<file path="src/rtl/ram_write_sequencer.sv">
// Write-port sequencer for the 32x8 two-port RAM demo: debounces two pushbuttons and
// issues single-cycle writes (manual or auto-increment address) or a full zero-fill sweep.
module ram_write_sequencer #(
    parameter int unsigned ADDR_W    = 5,
    parameter int unsigned DATA_W    = 8,
    parameter int unsigned DB_CYCLES = 500000
) (
    input  logic              clock,
    input  logic              reset,
    input  logic [DATA_W-1:0] din,
    input  logic [ADDR_W-1:0] addr_in,
    input  logic              mode_auto,
    input  logic              write_key,
    input  logic              clear_key,
    output logic [ADDR_W-1:0] wraddr,
    output logic [DATA_W-1:0] wrdata,
    output logic              wren,
    output logic              busy,
    output logic [ADDR_W-1:0] ptr,
    output logic [ADDR_W:0]   wcount
);

    localparam int unsigned CNT_W = (DB_CYCLES > 1) ? $clog2(DB_CYCLES) : 1;
    localparam logic [ADDR_W:0]   WCOUNT_MAX = {1'b1, {ADDR_W{1'b0}}};
    localparam logic [ADDR_W-1:0] ADDR_LAST  = '1;

    typedef enum logic [1:0] {StIdle, StWrite, StClear} state_e;

    // Index 0 is the write key, index 1 the clear key.
    logic [1:0] key_raw;
    logic [1:0] press;

    assign key_raw = {clear_key, write_key};

    for (genvar k = 0; k < 2; k++) begin : g_key
        logic             s1_q, s2_q, db_q, armed_q, press_q;
        logic [1:0]       vld_q;
        logic [CNT_W-1:0] cnt_q;

        // vld_q marks when s2_q carries a real key sample rather than the reset preset;
        // a key must be seen released after reset before its presses count.
        always_ff @(posedge clock) begin
            if (reset) begin
                s1_q    <= 1'b1;
                s2_q    <= 1'b1;
                db_q    <= 1'b1;
                cnt_q   <= '0;
                vld_q   <= '0;
                armed_q <= 1'b0;
                press_q <= 1'b0;
            end else begin
                s1_q    <= key_raw[k];
                s2_q    <= s1_q;
                vld_q   <= {vld_q[0], 1'b1};
                press_q <= 1'b0;
                if (vld_q[1] && s2_q) begin
                    armed_q <= 1'b1;
                end
                if (s2_q == db_q) begin
                    cnt_q <= '0;
                end else if (cnt_q == CNT_W'(DB_CYCLES - 1)) begin
                    cnt_q   <= '0;
                    db_q    <= s2_q;
                    press_q <= armed_q & ~s2_q;
                end else begin
                    cnt_q <= cnt_q + 1'b1;
                end
            end
        end

        assign press[k] = press_q;
    end

    state_e              state_q, state_d;
    logic [ADDR_W-1:0]   wraddr_q, wraddr_d;
    logic [DATA_W-1:0]   wrdata_q, wrdata_d;
    logic                wren_q, wren_d;
    logic                busy_q, busy_d;
    logic [ADDR_W-1:0]   ptr_q, ptr_d;
    logic [ADDR_W:0]     wcount_q, wcount_d;
    logic                auto_q, auto_d;

    always_comb begin
        state_d  = state_q;
        wraddr_d = wraddr_q;
        wrdata_d = wrdata_q;
        wren_d   = 1'b0;
        busy_d   = busy_q;
        ptr_d    = ptr_q;
        wcount_d = wcount_q;
        auto_d   = auto_q;
        case (state_q)
            StIdle: begin
                if (press[1]) begin
                    state_d  = StClear;
                    busy_d   = 1'b1;
                    wraddr_d = '0;
                    wrdata_d = '0;
                    wren_d   = 1'b1;
                end else if (press[0]) begin
                    state_d  = StWrite;
                    wrdata_d = din;
                    wraddr_d = mode_auto ? ptr_q : addr_in;
                    wren_d   = 1'b1;
                    auto_d   = mode_auto;
                end
            end
            StWrite: begin
                state_d = StIdle;
                if (wcount_q != WCOUNT_MAX) begin
                    wcount_d = wcount_q + 1'b1;
                end
                if (auto_q) begin
                    ptr_d = ptr_q + 1'b1;
                end
            end
            StClear: begin
                if (wraddr_q == ADDR_LAST) begin
                    state_d  = StIdle;
                    busy_d   = 1'b0;
                    ptr_d    = '0;
                    wcount_d = '0;
                end else begin
                    wraddr_d = wraddr_q + 1'b1;
                    wren_d   = 1'b1;
                end
            end
            default: state_d = StIdle;
        endcase
    end

    always_ff @(posedge clock) begin
        if (reset) begin
            state_q  <= StIdle;
            wraddr_q <= '0;
            wrdata_q <= '0;
            wren_q   <= 1'b0;
            busy_q   <= 1'b0;
            ptr_q    <= '0;
            wcount_q <= '0;
            auto_q   <= 1'b0;
        end else begin
            state_q  <= state_d;
            wraddr_q <= wraddr_d;
            wrdata_q <= wrdata_d;
            wren_q   <= wren_d;
            busy_q   <= busy_d;
            ptr_q    <= ptr_d;
            wcount_q <= wcount_d;
            auto_q   <= auto_d;
        end
    end

    assign wraddr = wraddr_q;
    assign wrdata = wrdata_q;
    assign wren   = wren_q;
    assign busy   = busy_q;
    assign ptr    = ptr_q;
    assign wcount = wcount_q;

endmodule

</file>
<file path="config.mk">
export PLATFORM = sky130hd
export DESIGN_NAME = ram_write_sequencer
export DESIGN_NICKNAME = d
export VERILOG_FILES = /design/src/rtl/ram_write_sequencer.sv
export SDC_FILE = /design/constraint.sdc
export NUM_CORES = 1
export LEC_CHECK = 0
export BUFFER_PORTS_ARGS = -buffer_cell sky130_fd_sc_hd__buf_2
export CAP_MARGIN = 40
export CORE_ASPECT_RATIO = 1.1
export CORE_MARGIN = 2
export CORE_UTILIZATION = 27
export CTS_CLUSTER_SIZE = 16
export DETAILED_ROUTE_END_ITERATION = 10
export PLACE_DENSITY_LB_ADDON = 0.1
export SLEW_MARGIN = 15
export SYNTH_ARGS = -nofsm -noshare
export SYNTH_HDL_FRONTEND = slang
export SYNTH_SLANG_ARGS = --single-unit
</file>
<file path="constraint.sdc">
create_clock -name clock -period 2.2 [get_ports clock]
set_clock_uncertainty 0.05 [all_clocks]
set_input_delay 0.22 -clock clock [delete_from_list [all_inputs] [get_ports clock]]
set_output_delay 0.22 -clock clock [all_outputs]
set_load 0.05 [all_outputs]
</file>
Word level (Yosys, flattened, before mapping)
Index checks and enable logic that the tools add are counted.

Register bits after elaboration: 81. Bits of input ports: 18. Output and inout port bits: 26. Word-level logic and storage cells: 97.

$add $sub $neg: 5. Eq/ne operators: 14. Muxes and demuxes: 26. Bitwise operators: 9. Reduce and logical (&&, ||, !) cells: 19.

Operators by type and width (count): adder 19 x 1 -> 19 bit (second input constant) (2); == test 19 bit (second input constant) (2); 2-to-1 mux 5 bit (6); one-hot mux 5 bit (2 select lines) (2); 2-to-1 mux 8 bit (2); AND reduction 3 bit (5); 2-to-1 mux 6 bit (2); one-hot mux 6 bit (2 select lines) (1); OR reduction 3 bit (4); adder 5 x 1 -> 5 bit (second input constant) (2); inequality test 2 bit (second input constant) (5); AND reduction 2 bit (4); 2-to-1 mux 1 bit (7); NOT 1 bit (7); adder 6 x 1 -> 6 bit (second input constant) (1); 2-to-1 mux 2 bit (3); inequality test 6 bit (second input constant) (1); nonzero test 2 bit (3); == test 5 bit (second input constant) (1); one-hot mux 1 bit (2 select lines) (2); one-hot mux 2 bit (2 select lines) (1); inequality test 3 bit (second input constant) (1); bitwise AND 1 bit (2); == test 1 bit (2); 4 further kinds (5).

Longest topological paths before layout
Depth in word-level cells: 4. Mapped depth: 8. Mapped depth without buffers: 7.

Least setup slack after synthesis
Ideal clock, no wire load.

Path kind: register to register. Start: register wraddr_q[0], in the netlist wraddr[0]. End: register wraddr_q[0], in the netlist wraddr[0]. Setup time: 0.129 ns. Data arrival time: 2.088 ns. Data required time: 2.021 ns. Slack: -0.067 ns. Stages on the path, launching flop included: 8. Path buffers: 0. Period minus slack after synthesis: 2.267 ns. Cells stage by stage: dfxtp_1 > ha_1 > and3_1 > ha_1 > and2_1 > nor3_1 > o311a_1 > nor3_1.

Longest elaborated chain between the ends: 3. Elaborated cells between the ends (all ways): 6. Those cells by class: 1 x add/sub; 2 x eq/ne; 2 x mux; 1 x reduce/logical.

Ends and longest elaborated chain: start, declared (RTL line 75) `logic [ADDR_W-1:0] wraddr_q, wraddr_d;`; start signal, assigned (RTL line 144) `wraddr_q <= wraddr_d;`; adder 5 x 1 -> 5 bit / == test 5 bit (equally long branches) (RTL line 124, 118); 2-to-1 mux 5 bit / inequality test 2 bit (equally long branches); one-hot mux 5 bit (2 select lines) / AND reduction 3 bit (equally long branches).

Parallel ways exist; a longest one is shown, timed or not. The select of a mux whose other input is x is not followed. A chain may end at the register's enable or synchronous reset.

Worst setup path after layout
Start: register wraddr_q[0], in the netlist wraddr[0]. End: register wraddr_q[2], in the netlist wraddr[2].

Same word-level chain as after synthesis.

==> impl_metrics.yaml <==
drt:
  vias: 2920
  drc: 4
  ant_nets: 0
  first_iter_violations: 108
  avgViaCountPerCell: 4.81
  first_pass_iters: 7
  routedWlPerCell_um: 12.9
  wirelength_um: 7830
logic_synthesis:
  synth-edff-count: 0
  synth-seq-area-share_pct: 44.9
  synth_ff_type: "dfxtp_1"
  ys_warn_count: 0
  synth_cell_type_count: 47
  mappedNetlistArea_mm2: 0.00353
  synth_top_cell_by_area: "dfxtp_1"
  async_flop_share_pct: 0
  synth_nets: 418
  synth_top_area_share_pct: 44.9
  synthTopCellsByArea: "dfxtp_1, nor2_1, xnor2_1"
  synth-seq-cells: 79
  synth_area_per_cell_um2: 8.97
  syn_inst: 393
clock_tree:
  cts-buffers-inserted: 9
  htreeDepth: 3
  root_buffer: "clkbuf_16"
  ctsLongestPathBuffers: 2
  insertion_delay_ns: 0.34
  cts_tree: "built"
  cts_sinks: 79
  clkTransAtPathRegs_ns: 0.06
power:
  internal_power_w: 0.00238
  clkPwrFrac_pct: 49.6
  combPwrFrac_pct: 2.5
  power.leakage_nw: 1.55
  p_seq_share_pct: 47.9
  vdd_drop_max_v: 0.000277
  finalPower_w: 0.00302
  power.density_mw_per_mm2: 705
  switching_share_pct: 21.3
  power.switching_w: 0.000641
worst_hold_path:
  min_from: "din[3]"
  holdCritPathClass: "input pin to register"
critical_path:
  worst_ep_arrival_time_ns: 2.19
  crit_end: "wraddr[2]"
  crit_required_ns: 2.37
  r2r-end: "wraddr[2]"
  start_kind: "register"
  rrSetupSlack_ns: 0.18
  r2r_cells: 7
  critPathLaunch: "wraddr[0]"
  crit_type: "register to register"
  crit_fanout: 5
  end_kind: "register"
  r2r-start: "wraddr[0]"
die:
  core_mm2: 0.0127
  start_util_pct: 27.8
  die_w_um: 113
  rows: 43
  die_h_um: 124
  io_pins: 44
  die_area_mm2: 0.0140
timing:
  clock.fmax_mhz: 496
  period_needed_ns: 2.02
  slew_headroom_pct: 57.7
  finalHoldViolations: 0
  tns_ns: 0
  slew_violations: 0
  tightest_slew_ns: 0.634
  finalCritPeriodShare_pct: 91.7
  setup_viol: 0
  rsz0062_at_grt: "no"
finish:
  drive_above_1_share_pct: 18.2
  fillCellCount: 1349
  final_nets: 470
  antennaDiodeCount: 0
  syn_to_final_growth_pct: 21.4
placed_design:
  place_hpwl_um: 5600
  place.gp.congestion: 0.758
  io_buffers: 43
global_route:
  first_global_vias: 2770
  antenna_found_initial: 0
  grt_first_pass_wirelength_um: 13200
  grt_max_degree: 18
  grt.total_usage_pct: 11.9
  overflow: 0
flow_run:
  cap_violations: 0
outcome:
  violations: "design-rule violations"
  status: "finished with violations"
## power by group through the flow
stage / registers [W] / clock network [W] / logic [W]
2_1_floorplan: 0.00148 / 0 / 0.0000376
3_3_place_gp: 0.00148 / 0 / 0.0000735
3_5_place_dp: 0.00148 / 0 / 0.0000737
4_1_cts: 0.00145 / 0.00155 / 0.0000768
5_1_grt: 0.00145 / 0.00162 / 0.0000840
6_report: 0.00145 / 0.00150 / 0.0000748
## kinds of logic after synthesis
kind of cell	count (synthesis)	synth area share [%]
adders and majority gates	7	2.48
buffers and inverters	25	2.77
and+or+nand+nor	182	27.1
AOI/OAI and AO/OA	54	10.9
muxes	11	3.12
DFF	79	44.9
xor gates and xnor gates	35	8.69
## cell type report
type | count | area [µm²] | area share (%)
inverter | 13 | 48.8 | 1.14
clock inverter | 6 | 60.1 | 1.40
clock buffer | 10 | 239 | 5.58
sequential | 79 | 1580 | 37.0
timing repair buffer | 53 | 295 | 6.90
multi-input combinational | 289 | 1860 | 43.4
tap | 157 | 196 | 4.59
## synthesized netlist by cell type (all sizes together), types with 3 or more instances
library cell	number
nand4b	3
nand4	12
nor4b	4
clkbuf	10
nand2	17
and3	8
nor3	19
mux2i	11
o21ai	8
or2	5
ha	7
xor2	14
o2111ai	5
nor2	65
a21oi	18
inv	13
dfxtp	79
o31ai	4
or3	4
nand3	19
nor2b	4
a22o	8
xnor2	21
nor4	13
## critical path, stage by stage, from the launching register on
cell     delay [ns]
dfxtp_1        0.34
ha_1           0.22
and3_1         0.19
ha_1           0.22
and2_1         0.21
or3_1          0.39
o21ai_0        0.18
a21oi_1        0.09
## placed cells by master, fill, tap and decap left out, types with 13 or more instances in the layout
cell type and count:
xnor2_1 21, buf_2 43, nor2_1 65, dfxtp_1 79
a21oi_1 18, nand2_1 17, inv_1 13, nand3_1 19
xor2_1 14, nor3_1 17
## flip-flops by register name, summed over array words and instances, names as in the netlist
name,count
auto_q,1
busy,1
g_key.armed_q,2
g_key.cnt_q,38
g_key.db_q,2
g_key.press_q,2
g_key.s1_q,2
g_key.s2_q,2
g_key.vld_q,2
ptr,5
state_q,2
wcount,6
wraddr,5
wrdata,8
wren,1
## worst min-delay path by stage
| stage | to | slack (ns) | cells after the start |
|---|---|---|---|
| after floorplan | g_key[1].vld_q[0] | 0.27 | 1 |
| after global placement | g_key[0].s2_q | 0.35 | 1 |
| after detailed placement | g_key[0].s2_q | 0.35 | 1 |
| after CTS | wrdata[3] | 0.03 | 2 |
| after global routing | wrdata[6] | 0.04 | 2 |
| final | wrdata[3] | 0.04 | 2 |
## stage by stage
step                      std cells  util [%]  area (µm²)  setup slack, ns  hold slack, ns
after floorplan                 393         -        3530           0.0329           0.270
after CTS                       607      33.7        4270            0.135          0.0310
after global placement          589      31.1        3950            0.240           0.347
final                           607      33.7        4280            0.184          0.0436
after global routing            607      33.7        4280           0.0733          0.0395
after detailed placement        589      31.1        3950            0.143           0.346
## per-layer routing
layer,up-vias,track usage (%),share of wire [%]
met4,0,5.79,1.7
met5,-,0,0
met3,8,3.31,3.8
met2,46,18.3,44
met1,1360,15.5,50
li1,1506,-,-
## repair_timing
action                                  in CTS  in global routing
hold buffers                                 2                  0
buffers inserted                             0                  0
endpoints found under the setup margin       0                  5
gates resized for setup                      0                  1
endpoints found under the hold margin        2                  0
Power figures use the tool's default switching activity.
